### src/rtl/rf_dump_pkg.sv
// Shared types for the register-file dump serializer: FSM states, byte geometry
// and the per-register header byte format.
package rf_dump_pkg;

    typedef enum logic [1:0] {
        ST_IDLE = 2'd0,
        ST_LOAD = 2'd1,
        ST_SEND = 2'd2,
        ST_DONE = 2'd3
    } rf_dump_state_e;

    localparam int RF_DWIDTH_DEF = 32;
    localparam int BYTES_PER_REG = RF_DWIDTH_DEF / 8;

    typedef logic [7:0] hdr_byte_t;

    function automatic int bytes_per_reg(input int dwidth);
        return dwidth / 8;
    endfunction

    // Header byte: register index zero-extended to 8 bits.
    function automatic hdr_byte_t hdr_byte(input logic [7:0] idx);
        return idx;
    endfunction

endpackage

### src/rtl/rf_dump_serializer.sv
// Walks the register file through a debug read port and streams each register
// little-endian as bytes to the TX interface. RF_DUMP_HDR_EN adds an index header byte.
module rf_dump_serializer
    import rf_dump_pkg::*;
#(
    parameter int DWIDTH = 32,
    parameter int AWIDTH = 5,
    parameter int NREGS  = 32
) (
    input  logic              CLK,
    input  logic              RSTn,
    input  logic              i_dbg_run,
    input  logic              i_start,
    output logic [AWIDTH-1:0] o_ra,
    input  logic [DWIDTH-1:0] i_rd,
    output logic [7:0]        o_tx_data,
    output logic              o_tx_valid,
    input  logic              i_tx_ready,
    output logic              o_busy,
    output logic              o_done,
    output rf_dump_state_e    o_dbg_state
);

    localparam int BPR = bytes_per_reg(DWIDTH);
`ifdef RF_DUMP_HDR_EN
    localparam int SLOTS = BPR + 1;
`else
    localparam int SLOTS = BPR;
`endif
    localparam int CW = (SLOTS > 1) ? $clog2(SLOTS) : 1;
    localparam logic [CW-1:0]     LAST_SLOT = CW'(SLOTS - 1);
    localparam logic [AWIDTH-1:0] LAST_IDX  = AWIDTH'(NREGS - 1);

    rf_dump_state_e    state_q, state_d;
    logic [AWIDTH-1:0] idx_q, idx_d;
    logic [CW-1:0]     cnt_q, cnt_d;
    logic [DWIDTH-1:0] shift_q, shift_d;
    logic              abort_q, abort_d;

    logic abort_now;
    logic xfer;
    logic hdr_slot;

`ifdef RF_DUMP_HDR_EN
    assign hdr_slot = (cnt_q == '0);
`else
    assign hdr_slot = 1'b0;
`endif

    // A halt request seen this cycle counts immediately, not only from the next one.
    assign abort_now = (state_q != ST_IDLE) && (abort_q || i_dbg_run);
    assign xfer      = (state_q == ST_SEND) && i_tx_ready;

    always_ff @(posedge CLK) begin
        if (!RSTn) begin
            state_q <= ST_IDLE;
            idx_q   <= '0;
            cnt_q   <= '0;
            shift_q <= '0;
            abort_q <= 1'b0;
        end else begin
            state_q <= state_d;
            idx_q   <= idx_d;
            cnt_q   <= cnt_d;
            shift_q <= shift_d;
            abort_q <= abort_d;
        end
    end

    always_comb begin
        state_d = state_q;
        idx_d   = idx_q;
        cnt_d   = cnt_q;
        shift_d = shift_q;
        abort_d = abort_q;
        if (state_q != ST_IDLE && i_dbg_run) begin
            abort_d = 1'b1;
        end
        case (state_q)
            ST_IDLE: begin
                if (i_start && !i_dbg_run) begin
                    idx_d   = '0;
                    cnt_d   = '0;
                    abort_d = 1'b0;
                    state_d = ST_LOAD;
                end
            end
            ST_LOAD: begin
                if (abort_now) begin
                    state_d = ST_IDLE;
                end else begin
                    shift_d = i_rd;
                    cnt_d   = '0;
                    state_d = ST_SEND;
                end
            end
            ST_SEND: begin
                // Everything presented on the TX side only moves on a completed transfer.
                if (xfer) begin
                    if (!hdr_slot) begin
                        shift_d = shift_q >> 8;
                    end
                    if (abort_now) begin
                        state_d = ST_IDLE;
                    end else if (cnt_q == LAST_SLOT) begin
                        cnt_d = '0;
                        if (idx_q == LAST_IDX) begin
                            state_d = ST_DONE;
                        end else begin
                            idx_d   = idx_q + AWIDTH'(1);
                            state_d = ST_LOAD;
                        end
                    end else begin
                        cnt_d = cnt_q + CW'(1);
                    end
                end
            end
            ST_DONE: begin
                state_d = ST_IDLE;
            end
            default: begin
                state_d = ST_IDLE;
            end
        endcase
    end

    always_comb begin
        o_busy      = (state_q == ST_LOAD) || (state_q == ST_SEND);
        o_done      = (state_q == ST_DONE);
        o_tx_valid  = (state_q == ST_SEND);
        o_ra        = o_busy ? idx_q : '0;
        o_tx_data   = 8'h00;
        o_dbg_state = state_q;
        if (state_q == ST_SEND) begin
            o_tx_data = hdr_slot ? hdr_byte(8'(idx_q)) : shift_q[7:0];
        end
    end

endmodule

### config.mk
export PLATFORM = sky130hd
export DESIGN_NAME = rf_dump_serializer
export DESIGN_NICKNAME = d
export VERILOG_FILES = /design/src/rtl/rf_dump_pkg.sv /design/src/rtl/rf_dump_serializer.sv
export SDC_FILE = /design/constraint.sdc
export NUM_CORES = 1
export LEC_CHECK = 0
export ABC_CLOCK_PERIOD_IN_PS = 3430
export CORE_AREA = 8 8 58 84
export CTS_CLUSTER_DIAMETER = 80
export DETAILED_ROUTE_END_ITERATION = 8
export DIE_AREA = 0 0 66 92
export DONT_BUFFER_PORTS = 1
export PLACE_DENSITY = 0.71
export SYNTH_ARGS = -nofsm -noshare
export SYNTH_HDL_FRONTEND = slang
export SYNTH_SLANG_ARGS = --single-unit
export TNS_END_PERCENT = 100
### constraint.sdc
create_clock -name CLK -period 3.43 [get_ports CLK]
set_clock_uncertainty 0.05 [all_clocks]
set_input_delay 0.5145 -clock CLK [delete_from_list [all_inputs] [get_ports CLK]]
set_output_delay 0.5145 -clock CLK [all_outputs]
set_load 0.02 [all_outputs]
==> flow_summary.toml, run 1 <==
[logic_synthesis]
syn_area_mm2 = 0.00212
synth_edf_count = 0
yosysTopAreaCell = "dfxtp_1"
yosysUniqueCellTypes = 36
syn_area_per_cell_um2 = 9.75
yosysWarnings = 0
yosysSeqAreaShare = 0.397
yosys-top-cells-area = "dfxtp_1 (40%), mux2i_1 (13%), o211a_1 (12%)"
yosys-top-cells-count = "dfxtp_1 (42), nand2_1 (32), mux2i_1 (28)"
synth_async_sr_flop_share = 0
synth_most_common_cell = "dfxtp_1"
syn_nets = 262
yosys_most_used_dff = "dfxtp_1"
ys_ff_latch = 42
netlist.area_leader.share = 0.397
synth_cells = 217

[sta]
worst_pin_slew_ns = 0.550
slew_violations = 0
timing.slew.headroom = 0.633
period_share = 0.752
rsz0062_at_grt = "false"
whs_ns = 0.296
tns_ns = 0
fmax_mhz = 388
hold_viol = 0
setup_viol = 0
fin_crit_ns = 2.58

[route]
num_vias = 1552
routed_via_density = 6.11
wl_per_cell_um = 18.2
wirelength_met1_um = 1790
met3_length_um = 306
wl_met2_um = 2450
drc_errors = 0
ant_nets = 0
drtIter0Drc = 54
routed_wl_um = 4620
dr.pass1.iters = 4
routed.top_layer = "met4"

[outcome]
status = "finished, final reports clean"

[power_and_ir_drop]
p_per_area_mw_per_mm2 = 506
power_mw = 1.11
p_leak_nw = 1.04
ir_drop_mv = 0.366

[floorplanning]
io_pins = 55
die_area_mm2 = 0.00607
dieHeight_um = 92
core_mm2 = 0.00365
die_x_um = 66
initial_core_util = 0.580
rows = 27

[worst_setup_path]
worstRegToRegCells = 7
crit_required_ns = 2.87
criticalPathCategory = "flip-flop to primary output"
critPathCaptureType = "primary output"
r2r_end = "o_dbg_state[0]"
start_kind = "flip-flop"
r2r-start = "o_dbg_state[0]"
crit_fanout = 41
r2r_setup_slack_ns = 1.06
arrival_ns = 2.01

[placement]
portBuffers = 0
dp_hpwl_um = 3410
place_congestion = 0.815
postPlaceCellArea_mm2 = 0.00210
placed_cells = 246

[layout]
stdcell_count = 254
final_area_mm2 = 0.00219
diodes = 0
area_growth_pct = 3.43
layout.nets = 255
drive_above_1_share = 0.0616
fillers = 296

[clocking]
clkTransAtPathRegs_ns = 0.08
tritoncts = "yes"
root_buffer = "clkbuf_8"
clk_latency_ns = 0.29
clockBufferDepth = 2
postCtsSetupBuffers = 0
cts-resized-gates = 0
clock_sinks = 42
hold_buffers = 0
cts-buffers-inserted = 5
cts.htree.levels = 2

[global_route]
antenna_found_initial = 0
grtUsageTotal = 0.159
overflow = 0
grt_start_max_net_pins = 49
grt_pass1_wl_um = 7740
grt_pass1_vias = 1651

[hold_path]
whs_path_depth = 1
hold_class = "primary input to flip-flop"
hp-start = "RSTn"
holdPathEnd = "o_dbg_state[0]"

[flow_run]
maxCapViolations = 0
## layer usage
metal / vias to the layer above / track usage
met3: 9 / 0.0585
met4: 0 / 0.0626
li1: 760 / -
met2: 37 / 0.283
met5: - / 0
met1: 746 / 0.162
## how the worst max path moves through the flow
stage | start | to | slack (ns) | cells after the start
after floorplan | o_dbg_state[1] | o_tx_data[0] | 1.20 | 5
after detailed placement | o_dbg_state[0] | cnt_q[0] | 1.10 | 7
final | o_dbg_state[0] | o_tx_data[7] | 0.85 | 4
after global routing | o_dbg_state[1] | o_tx_data[6] | 0.72 | 3
after global placement | o_dbg_state[1] | o_dbg_state[0] | 1.20 | 6
after CTS | o_dbg_state[1] | o_tx_data[7] | 0.83 | 3
## critical path: stages, from the launching register on
cell and delay (ns):
dfxtp_1 0.42, inv_1 0.17, ha_2 0.29, buf_4 0.49
and2_1 0.34
## area by class of cell
type / count / area (um^2) / area share
flip-flops and latches: 42 / 841 / 0.384
clock inverters: 1 / 5.00 / 0.00229
repair buffers: 2 / 15.0 / 0.00686
inverters: 4 / 15.0 / 0.00686
well taps: 43 / 53.8 / 0.0246
multi-input cells: 155 / 1170 / 0.536
clock buffers: 7 / 86.3 / 0.0395
## power by group
part	internal (mW)	total [mW]	switching [mW]
combinational	0.0874	0.195	0.108
sequential	0.548	0.585	0.0368
clock	0.162	0.326	0.164
## cells by family (layout without fill, tap and decap cells)
logic type | after synthesis | after routing | share of synthesized area
adder cells (fa/ha/maj) | 8 | 8 | 0.0473
flip-flops | 42 | 42 | 0.397
multiplexers | 28 | 28 | 0.132
AO/OA/AOI/OAI | 51 | 51 | 0.217
buffers and inverters | 20 | 14 | 0.0497
AND/OR/NAND/NOR | 68 | 68 | 0.156
## per-stage QoR
| stage | utilization | worst slack, ns |
|---|---|---|
| 6_report | 0.600 | 0.851 |
| 5_1_grt | 0.600 | 0.723 |
| 4_1_cts | 0.600 | 0.832 |
| 3_5_place_dp | 0.575 | 1.10 |
| 3_3_place_gp | 0.575 | 1.20 |
| 2_1_floorplan | - | 1.20 |
## state kept, by name, summed over array words and instances (netlist names)
name / flops
cnt_q: 2
shift_q: 32
idx_q: 5
abort_q: 1
o_dbg_state: 2
## cell usage in the layout, fill, tap and decap left out, types with 2 or more instances in the layout
cell type | synthesis | layout
mux2i_1 | 28 | 28
nor2b_1 | 3 | 3
nor2_1 | 6 | 6
ha_1 | 8 | 7
and2_1 | 14 | 14
nand2_1 | 32 | 32
clkbuf_8 | 0 | 6
nand3_1 | 5 | 5
a21oi_1 | 4 | 4
a211o_1 | 2 | 2
o22ai_1 | 2 | 2
a22o_1 | 8 | 8
buf_4 | 2 | 2
o211a_1 | 25 | 25
dfxtp_1 | 42 | 42
inv_1 | 4 | 4
Power figures use the tool's default switching activity.
==> run 2, diff against run 1 <==
Settings changed: ABC_CLOCK_PERIOD_IN_PS 3430 to 2210, CORE_AREA 8 8 58 84 to 8 8 60 87, DIE_AREA 0 0 66 92 to 0 0 68 95, PLACE_DENSITY 0.71 to 0.68.
Clock period 3.43 ns to 2.21 ns, I/O delays scaled along.
==> flow_summary.toml, run 2 (same netlist as run 1, synthesis figures left out) <==
[outcome]
status = "finished, final reports clean"

[placement]
place_congestion = 0.839
placed_cells = 252
portBuffers = 0
dp_hpwl_um = 3640

[layout]
stdcell_count = 259
diodes = 0
largest_reg_flops = 32
reg.largest.list = "shift_q: 32 flops, idx_q: 5 flops"
fillers = 366
area_growth_pct = 5.80
layout.nets = 259
mostFrequentLayoutCells = "dfxtp_1 (42), nand2_1 (32), mux2i_1 (28)"
largest-register = "shift_q"
drive_above_1_share = 0.0794
final_common_cell = "dfxtp_1"

[worst_setup_path]
slowest_delay_ns = 0.50
criticalPathCategory = "flip-flop to flip-flop"
path_buf_inv = 1
crit_start = "o_dbg_state[0]"
path_depth = 6
path_delay_family = "simple AND/OR/NAND/NOR gates"
r2r_end = "shift_q[28]"
critPathCaptureType = "flip-flop"
critPathSlowestCell = "nor2b_1"
crit_fanout = 8
crit_chain = "inv_1 > ha_2 > nor2b_1 > a211oi_4 > nor2b_1 > a22o_1"
crit_required_ns = 2.39
cp_common_cell = "nor2b_1"
critPathCapture = "shift_q[28]"
worstRegToRegCells = 6
r2r-start = "o_dbg_state[0]"
start_kind = "flip-flop"
r2r_setup_slack_ns = 0.22
arrival_ns = 2.17

[sta]
period_share = 0.900
rsz0062_at_grt = "false"
setup_viol = 0
tns_ns = 0
worst_pin_slew_ns = 0.607
whs_ns = 0.107
fmax_mhz = 503
hold_viol = 0
slew_violations = 0
timing.slew.headroom = 0.594
fin_crit_ns = 1.99

[floorplanning]
initial_core_util = 0.539
die_x_um = 68
core_mm2 = 0.00392
die_area_mm2 = 0.00646
dieHeight_um = 95
io_pins = 55
rows = 28

[clocking]
clock_sinks = 42
cts.htree.levels = 2
cts-buffers-inserted = 5
hold_buffers = 0
root_buffer = "clkbuf_8"
postCtsSetupBuffers = 0
tritoncts = "yes"
clockBufferDepth = 2
cts-resized-gates = 0
clkTransAtPathRegs_ns = 0.08
clk_latency_ns = 0.29

[power_and_ir_drop]
p_switching_mw = 0.487
p_seq_frac = 0.528
p_int_mw = 1.22
p_leak_nw = 1.06
power_mw = 1.70
p_per_area_mw_per_mm2 = 761
clock_power_share = 0.278
ir_drop_mv = 0.464
p_sw_frac = 0.286
p_comb_frac = 0.195

[global_route]
grt_pass1_vias = 1720
grt_pass1_wl_um = 7980
overflow = 0
grt_busiest_layer = "met2"
grtUsageTotal = 0.158
grt_start_max_net_pins = 49
grt.met1_usage = 0.158
antenna_found_initial = 0
grt.met2_usage = 0.297
grtUsageMet3 = 0.0486

[hold_path]
hp-start = "RSTn"
hold_class = "primary input to flip-flop"

[route]
dr.pass1.iters = 4
num_vias = 1552
drtIter0Drc = 52
ant_nets = 0
drc_errors = 0
routed_via_density = 5.99
wl_per_cell_um = 18.5
routed_wl_um = 4780

[flow_run]
maxCapViolations = 0
[run 2: cell count changes in the layout (fill, tap and decap cells not counted), sizes merged]
cell	before	now
clkinvlp	0	2
clkinv	1	0
clkbuf	7	5
buf	2	6
[run 2: power by group through the flow]
stage / clock network, mW / registers [mW] / logic, mW
after floorplan: 0 / 0.908 / 0.286
after global placement: 0 / 0.914 / 0.317
after detailed placement: 0 / 0.917 / 0.333
after CTS: 0.486 / 0.899 / 0.334
after global routing: 0.513 / 0.912 / 0.367
final: 0.473 / 0.899 / 0.332
[run 2: per-stage QoR]
step                instance area (um^2)  setup WS (ns)  utilization
finish                              2240          0.221        0.570
global route                        2240          0.114        0.570
CTS                                 2240          0.220        0.570
detailed placement                  2150          0.277        0.549
global placement                    2150          0.364        0.549
floorplan                           2120          0.136            -
[run 2: final cells by class]
class / count / area, um^2 / share of cell area
multi-input combinational: 155 / 1170 / 0.524
sequential: 42 / 841 / 0.376
timing repair buffer: 6 / 70.1 / 0.0313
clock buffer: 5 / 68.8 / 0.0307
tap: 45 / 56.3 / 0.0252
clock inverter: 2 / 15.0 / 0.00671
inverter: 4 / 15.0 / 0.00671
[run 2: worst min path at each step]
stage	cells after the start	end	slack [ns]
2_1_floorplan	2	cnt_q[1]	0.39
3_3_place_gp	2	cnt_q[1]	0.40
3_5_place_dp	1	shift_q[26]	0.41
4_1_cts	1	o_dbg_state[1]	0.11
5_1_grt	1	shift_q[3]	0.10
6_report	1	o_dbg_state[1]	0.11
[run 2: metal layers]
metal | share of wire | vias to the layer above
li1 | - | 772
met1 | 0.37 | 735
met2 | 0.56 | 41
met3 | 0.062 | 4
met4 | 0.0088 | 0
met5 | 0 | -
[run 2: worst register-to-register path, stage by stage, from the launching register on]
cell      delay (ns)
dfxtp_1         0.32
inv_1           0.11
ha_2            0.28
nor2b_1         0.37
a211oi_4        0.08
nor2b_1         0.51
a22o_1          0.22
